<file path="config.mk">
export PLATFORM = sky130hd
export DESIGN_NAME = hazard_stall_controller
export DESIGN_NICKNAME = d
export VERILOG_FILES = /design/src/rtl/hazard_pkg.sv /design/src/rtl/sat_counter.sv /design/src/rtl/hazard_stall_controller.sv
export SDC_FILE = /design/constraint.sdc
export NUM_CORES = 1
export LEC_CHECK = 0
export CORE_MARGIN = 4
export CORE_UTILIZATION = 45
export CTS_CLUSTER_DIAMETER = 50
export DETAILED_ROUTE_END_ITERATION = 8
export MAX_ROUTING_LAYER = met4
export PLACE_DENSITY = 0.81
export SLEW_MARGIN = 20
export SYNTH_ARGS = -nofsm -noshare
export SYNTH_HDL_FRONTEND = slang
export SYNTH_HIERARCHICAL = 1
export SYNTH_SLANG_ARGS = --single-unit
</file>
<file path="constraint.sdc">
create_clock -name clk -period 4.2 [get_ports clk]
set_input_delay 0.84 -clock clk [delete_from_list [all_inputs] [get_ports clk]]
set_output_delay 0.84 -clock clk [all_outputs]
set_load 0.01 [all_outputs]
</file>
<file path="src/rtl/hazard_pkg.sv">
// hazard_pkg: state encoding and default widths shared by the hazard/stall controller.
package hazard_pkg;
    localparam int REG_W_DEF = 5;
    localparam int CNT_W_DEF = 16;
    localparam logic [1:0] RUN         = 2'd0;
    localparam logic [1:0] LOAD_BUBBLE = 2'd1;
    localparam logic [1:0] MEM_FREEZE  = 2'd2;
endpackage

</file>
<file path="src/rtl/sat_counter.sv">
// sat_counter: saturating up-counter with synchronous clear and async active-low reset.
module sat_counter #(
    parameter int CNT_W = hazard_pkg::CNT_W_DEF
) (
    input  logic             clk,
    input  logic             reset,
    input  logic             inc,
    input  logic             clr,
    output logic [CNT_W-1:0] q
);
    always_ff @(posedge clk or negedge reset)
        if (!reset) q <= '0;
        else if (clr) q <= '0;
        else if (inc && q != '1) q <= q + 1'b1;
endmodule

</file>
<file path="src/rtl/hazard_stall_controller.sv">
// hazard_stall_controller: load-use bubbles, branch flushes and memory-wait freezes
// for the 5-stage pipeline, plus saturating stall/flush counters.
module hazard_stall_controller
    import hazard_pkg::*;
#(
    parameter int REG_W = REG_W_DEF,
    parameter int CNT_W = CNT_W_DEF
) (
    input  logic             clk,
    input  logic             reset,
    input  logic [REG_W-1:0] id_rs,
    input  logic [REG_W-1:0] id_rt,
    input  logic             id_uses_rt,
    input  logic             ex_mem_read,
    input  logic [REG_W-1:0] ex_rt,
    input  logic             ex_branch_taken,
    input  logic             mem_busy,
    input  logic             cnt_clr,
    output logic             pc_write,
    output logic             ifid_hold,
    output logic             ifid_flush,
    output logic             idex_hold,
    output logic             idex_flush,
    output logic             exmem_hold,
    output logic [1:0]       state,
    output logic [CNT_W-1:0] stall_cycles,
    output logic [CNT_W-1:0] flush_events
);
    logic [1:0] nxt;
    logic       bp, bp_nxt, is_run, load_use, flush, bubble;

    always_ff @(posedge clk or negedge reset)
        if (!reset) begin
            state <= RUN;
            bp    <= 1'b0;
        end else begin
            state <= nxt;
            bp    <= bp_nxt;
        end

    // The illegal encoding 3 is decoded as RUN so it recovers on its own.
    always_comb begin
        is_run   = state != LOAD_BUBBLE && state != MEM_FREEZE;
        load_use = ex_mem_read && ex_rt != '0 &&
                   (ex_rt == id_rs || (id_uses_rt && ex_rt == id_rt));
        flush    = !mem_busy && ((is_run && ex_branch_taken) ||
                   (state == MEM_FREEZE && (bp || ex_branch_taken)));
        bubble   = !mem_busy && is_run && !ex_branch_taken && load_use;
        nxt      = mem_busy ? MEM_FREEZE : bubble ? LOAD_BUBBLE : RUN;
        bp_nxt   = mem_busy && (bp || (ex_branch_taken && state != LOAD_BUBBLE));
    end

    always_comb begin
        pc_write   = reset && (mem_busy || bubble);
        ifid_hold  = reset && (mem_busy || bubble);
        ifid_flush = reset && flush;
        idex_hold  = reset && mem_busy;
        idex_flush = reset && (flush || bubble);
        exmem_hold = reset && mem_busy;
    end

    sat_counter #(.CNT_W(CNT_W)) u_stall (
        .clk(clk), .reset(reset), .inc(pc_write), .clr(cnt_clr), .q(stall_cycles)
    );

    sat_counter #(.CNT_W(CNT_W)) u_flush (
        .clk(clk), .reset(reset), .inc(ifid_flush), .clr(cnt_clr), .q(flush_events)
    );
endmodule

</file>
==> metrics list <==
* Number of flops mapped to enable cells by yosys: 0
- Post-synthesis cell type count: 38
- Vias in the first global route: 1993
* Pre-Repair DR Iteration Count: 4
* DRC Markers: 0
* Half-perimeter wire length after placement: 4.01 mm
* Final-stage net count: around 320
* Pin count of the biggest net entering global routing: 31
- Number of rows created at floorplan: 25
- Input/output buffers: 61
- Setup Total Neg Slack: 0 ns
* P per Cell Area: ~230 mW/mm²
- Congestion Overflow GR: 0
- The later pin in the worst-skew pair is clocked with a latency of 0.28 ns.
- Master cell of the clock root buffer: sky130_fd_sc_hd__clkbuf_8
- Pin placement for this block handled 62 I/O pins.
- TritonCTS clock tree: built
* Total number of clock tree sinks: 35
* Critical Path Fanout Max: 6
* Routed len/inst: 15.5 µm
- Horizontal die dimension: 78.2 µm
- Register cell area after layout: 876 µm²
* Post-synth design cell area: about 0.0022 mm²
- The worst setup path is of the in2out kind.
- Cells with a size suffix above 1 make up between 10% and 20% of the layout.
- In this run, post-CTS repair resized a total of 0 instances.
* Via count: between 2k and 2.5k
* Hold slack final: 0.412 ns
- Result of the run: finished, final reports clean
* Worst path arrival time: around 3 ns
- Setup repair after global routing left no endpoint under its margin.
- Final Slew Violations: 0
* CTS Buf Count: 5
- The worst setup path is captured at a primary output.
* Number of register bits inferred by synthesis: 35
- FF-to-FF Start: state[0]
- 0 antenna diodes ended up in the layout.
- Slew at the pin with the worst max-slew slack: around 0.86 ns
* Part of the cycle the worst path needs: 93.3%
* # hold bufs at CTS: 0
- Required arrival time at the worst endpoint: 3.36 ns
* Initial drt markers: ~110
- Crit path launch type: input pin
- Sequential cells were found to cover 39.5% of the synthesized design area.
- Longest Clk Path Bufs: 2
- Final period demand of the worst path: 3.92 ns
- Clock transition at the registers of the reported paths: 0.07 ns
- The count of final hold-check violations came to 0.
- Synthesized netlist cell count: 233
* Final GP Congestion: about 0.81
- The clock arrives with 0.00327 ns of skew.
* Synth async-reset ratio: 100%
- The die covers between 0.006 and 0.007 mm².
- Leakage dissipation: 1.15 nW
* Mean Syn Cell Area: ~9.5 µm²
- The number of antenna violations at the first check in global routing is 0.
- Vertical extent of the die: 78.2 µm
* Area delta synth->final: 33.4%
- CTS H-tree lvls: 2
* Hold/Removal Path Class: in2async
- Dividing the detail-routed via count by the number of cells gives 5.79.
- Global routing used 19.4% of the available tracks across all layers.
* Peak supply drop: between 0.0001 and 0.00015 V
- The number of nets in the synthesized netlist is 259.
- Multi-input combinational cell area: 0.00124 mm²
- # Post-CTS Setup Buffers: 0
- Fill cells in the final layout number roughly 410.
* Total of warnings raised by yosys: 6
- Tracing the worst setup path back leads to its startpoint at ex_rt[0].
- Effective utilization at floorplan: 46.6%
* Post-detailed-route count of antenna-violating nets: 0
- The routed design has 5.59 mm of wire.
- Setup violations remaining at the end of the flow were counted as 0.
* Number of max-cap violations: 0
- Wire length of the first global-routing pass: 9.47 mm
* Prevailing post-synth register cell: sky130_fd_sc_hd__dfrtp_1
* F_max: 255 MHz
* Worst rel slew slack: between 40% and 50%
- The total area inside the core boundary comes to 0.00475 mm².
cells in the final DEF, fill, tap and decap left out, types with 9 or more instances in the layout:
| cell | Yosys | routed |
|---|---|---|
| sky130_fd_sc_hd__or4_1 | 10 | 10 |
| sky130_fd_sc_hd__nor4_1 | 9 | 9 |
| sky130_fd_sc_hd__nor2_1 | 10 | 10 |
| sky130_fd_sc_hd__nor2b_1 | 9 | 9 |
| sky130_fd_sc_hd__nand2_1 | 13 | 13 |
| sky130_fd_sc_hd__dfrtp_1 | 35 | 35 |
| sky130_fd_sc_hd__xor2_1 | 9 | 9 |
| sky130_fd_sc_hd__clkdlybuf4s50_1 | 0 | 59 |
| sky130_fd_sc_hd__nand4_1 | 12 | 12 |
| sky130_fd_sc_hd__a21oi_1 | 23 | 23 |
| sky130_fd_sc_hd__o31ai_1 | 14 | 14 |
final timing paths:
| check | end | slack, ns | depth (start not counted) |
|---|---|---|---|
| min | u_flush/q[0] | 0.41 | 1 |
| min in group clk | bp | 0.49 | 1 |
| max reg2reg | u_stall/q[3] | 1.11 | 8 |
| min reg2reg | bp | 0.49 | 1 |
| max in group asynchronous | u_stall/q[3] | 3.15 | 2 |
| max | ifid_hold | 0.28 | 6 |
cell usage after synthesis, types with 9 or more instances:
cell | count | share of area (%)
sky130_fd_sc_hd__or4_1 | 10 | 3.4
sky130_fd_sc_hd__nor2_1 | 10 | 1.7
sky130_fd_sc_hd__nand4_1 | 12 | 3.4
sky130_fd_sc_hd__nor2b_1 | 9 | 2.5
sky130_fd_sc_hd__nand2_1 | 13 | 2.2
sky130_fd_sc_hd__a21oi_1 | 23 | 5.2
sky130_fd_sc_hd__xor2_1 | 9 | 3.6
sky130_fd_sc_hd__o31ai_1 | 14 | 4.7
sky130_fd_sc_hd__nor4_1 | 9 | 2.5
sky130_fd_sc_hd__dfrtp_1 | 35 | 40
metal layers:
metal	wire length (µm)	share of wire (%)	GRT usage (%)	vias up
li1	-	-	-	1004
met4	51	0.91	5.24	0
met5	0	0	-	-
met2	2750	49	33.2	70
met1	2480	44	23.5	1008
met3	303	5.4	3.90	4
power breakdown:
group / switching (W) / total, W / internal, W
clock: 0.000118 / 0.000267 / 0.000150
combinational: 0.0000395 / 0.0000773 / 0.0000378
sequential: 0.00000308 / 0.000343 / 0.000340
per-stage QoR:
stage	setup slack (ns)	cell area (µm²)	power, W	cells	util [%]
3_3_place_gp	0.341	2860	0.000426	352	60.2
4_1_cts	0.294	2960	0.000695	360	62.3
6_report	0.282	2960	0.000687	360	62.2
3_5_place_dp	0.307	2860	0.000428	352	60.2
5_1_grt	0.0734	2960	0.000719	360	62.2
2_1_floorplan	1.22	2220	0.000381	233	-
layout make-up:
class / instances / share of cell area (%)
Clock buffer: 8 / 3.39
Timing Repair Buffer: 64 / 21.1
Multi-Input combinational cell: 178 / 42.0
Sequential cell: 35 / 29.6
Tap cell: 67 / 2.84
Inverter: 8 / 1.02
worst max-delay path, cell delays in order:
cell,delay (ns)
sky130_fd_sc_hd__clkdlybuf4s50_1,0.49
sky130_fd_sc_hd__xor2_1,0.19
sky130_fd_sc_hd__nor4_1,0.27
sky130_fd_sc_hd__a32oi_1,0.18
sky130_fd_sc_hd__o21bai_1,0.47
sky130_fd_sc_hd__clkdlybuf4s50_1,0.64
state kept, by name, indices dropped and copies added, names as in the netlist:
register and count:
u_flush/q 16, u_stall/q 16, bp 1, state 2
logic make-up after synthesis:
| kind of cell | Yosys count | synth area share (%) |
|---|---|---|
| muxes | 8 | 4.07 |
| and+or+nand+nor | 100 | 29.4 |
| adders and majority gates | 4 | 2.26 |
| buffers and inverters | 20 | 4.40 |
| xor gates and xnor gates | 10 | 3.95 |
| DFF | 35 | 39.5 |
| AOI/OAI and AO/OA | 56 | 16.4 |
(Power assumes the default switching activity.)
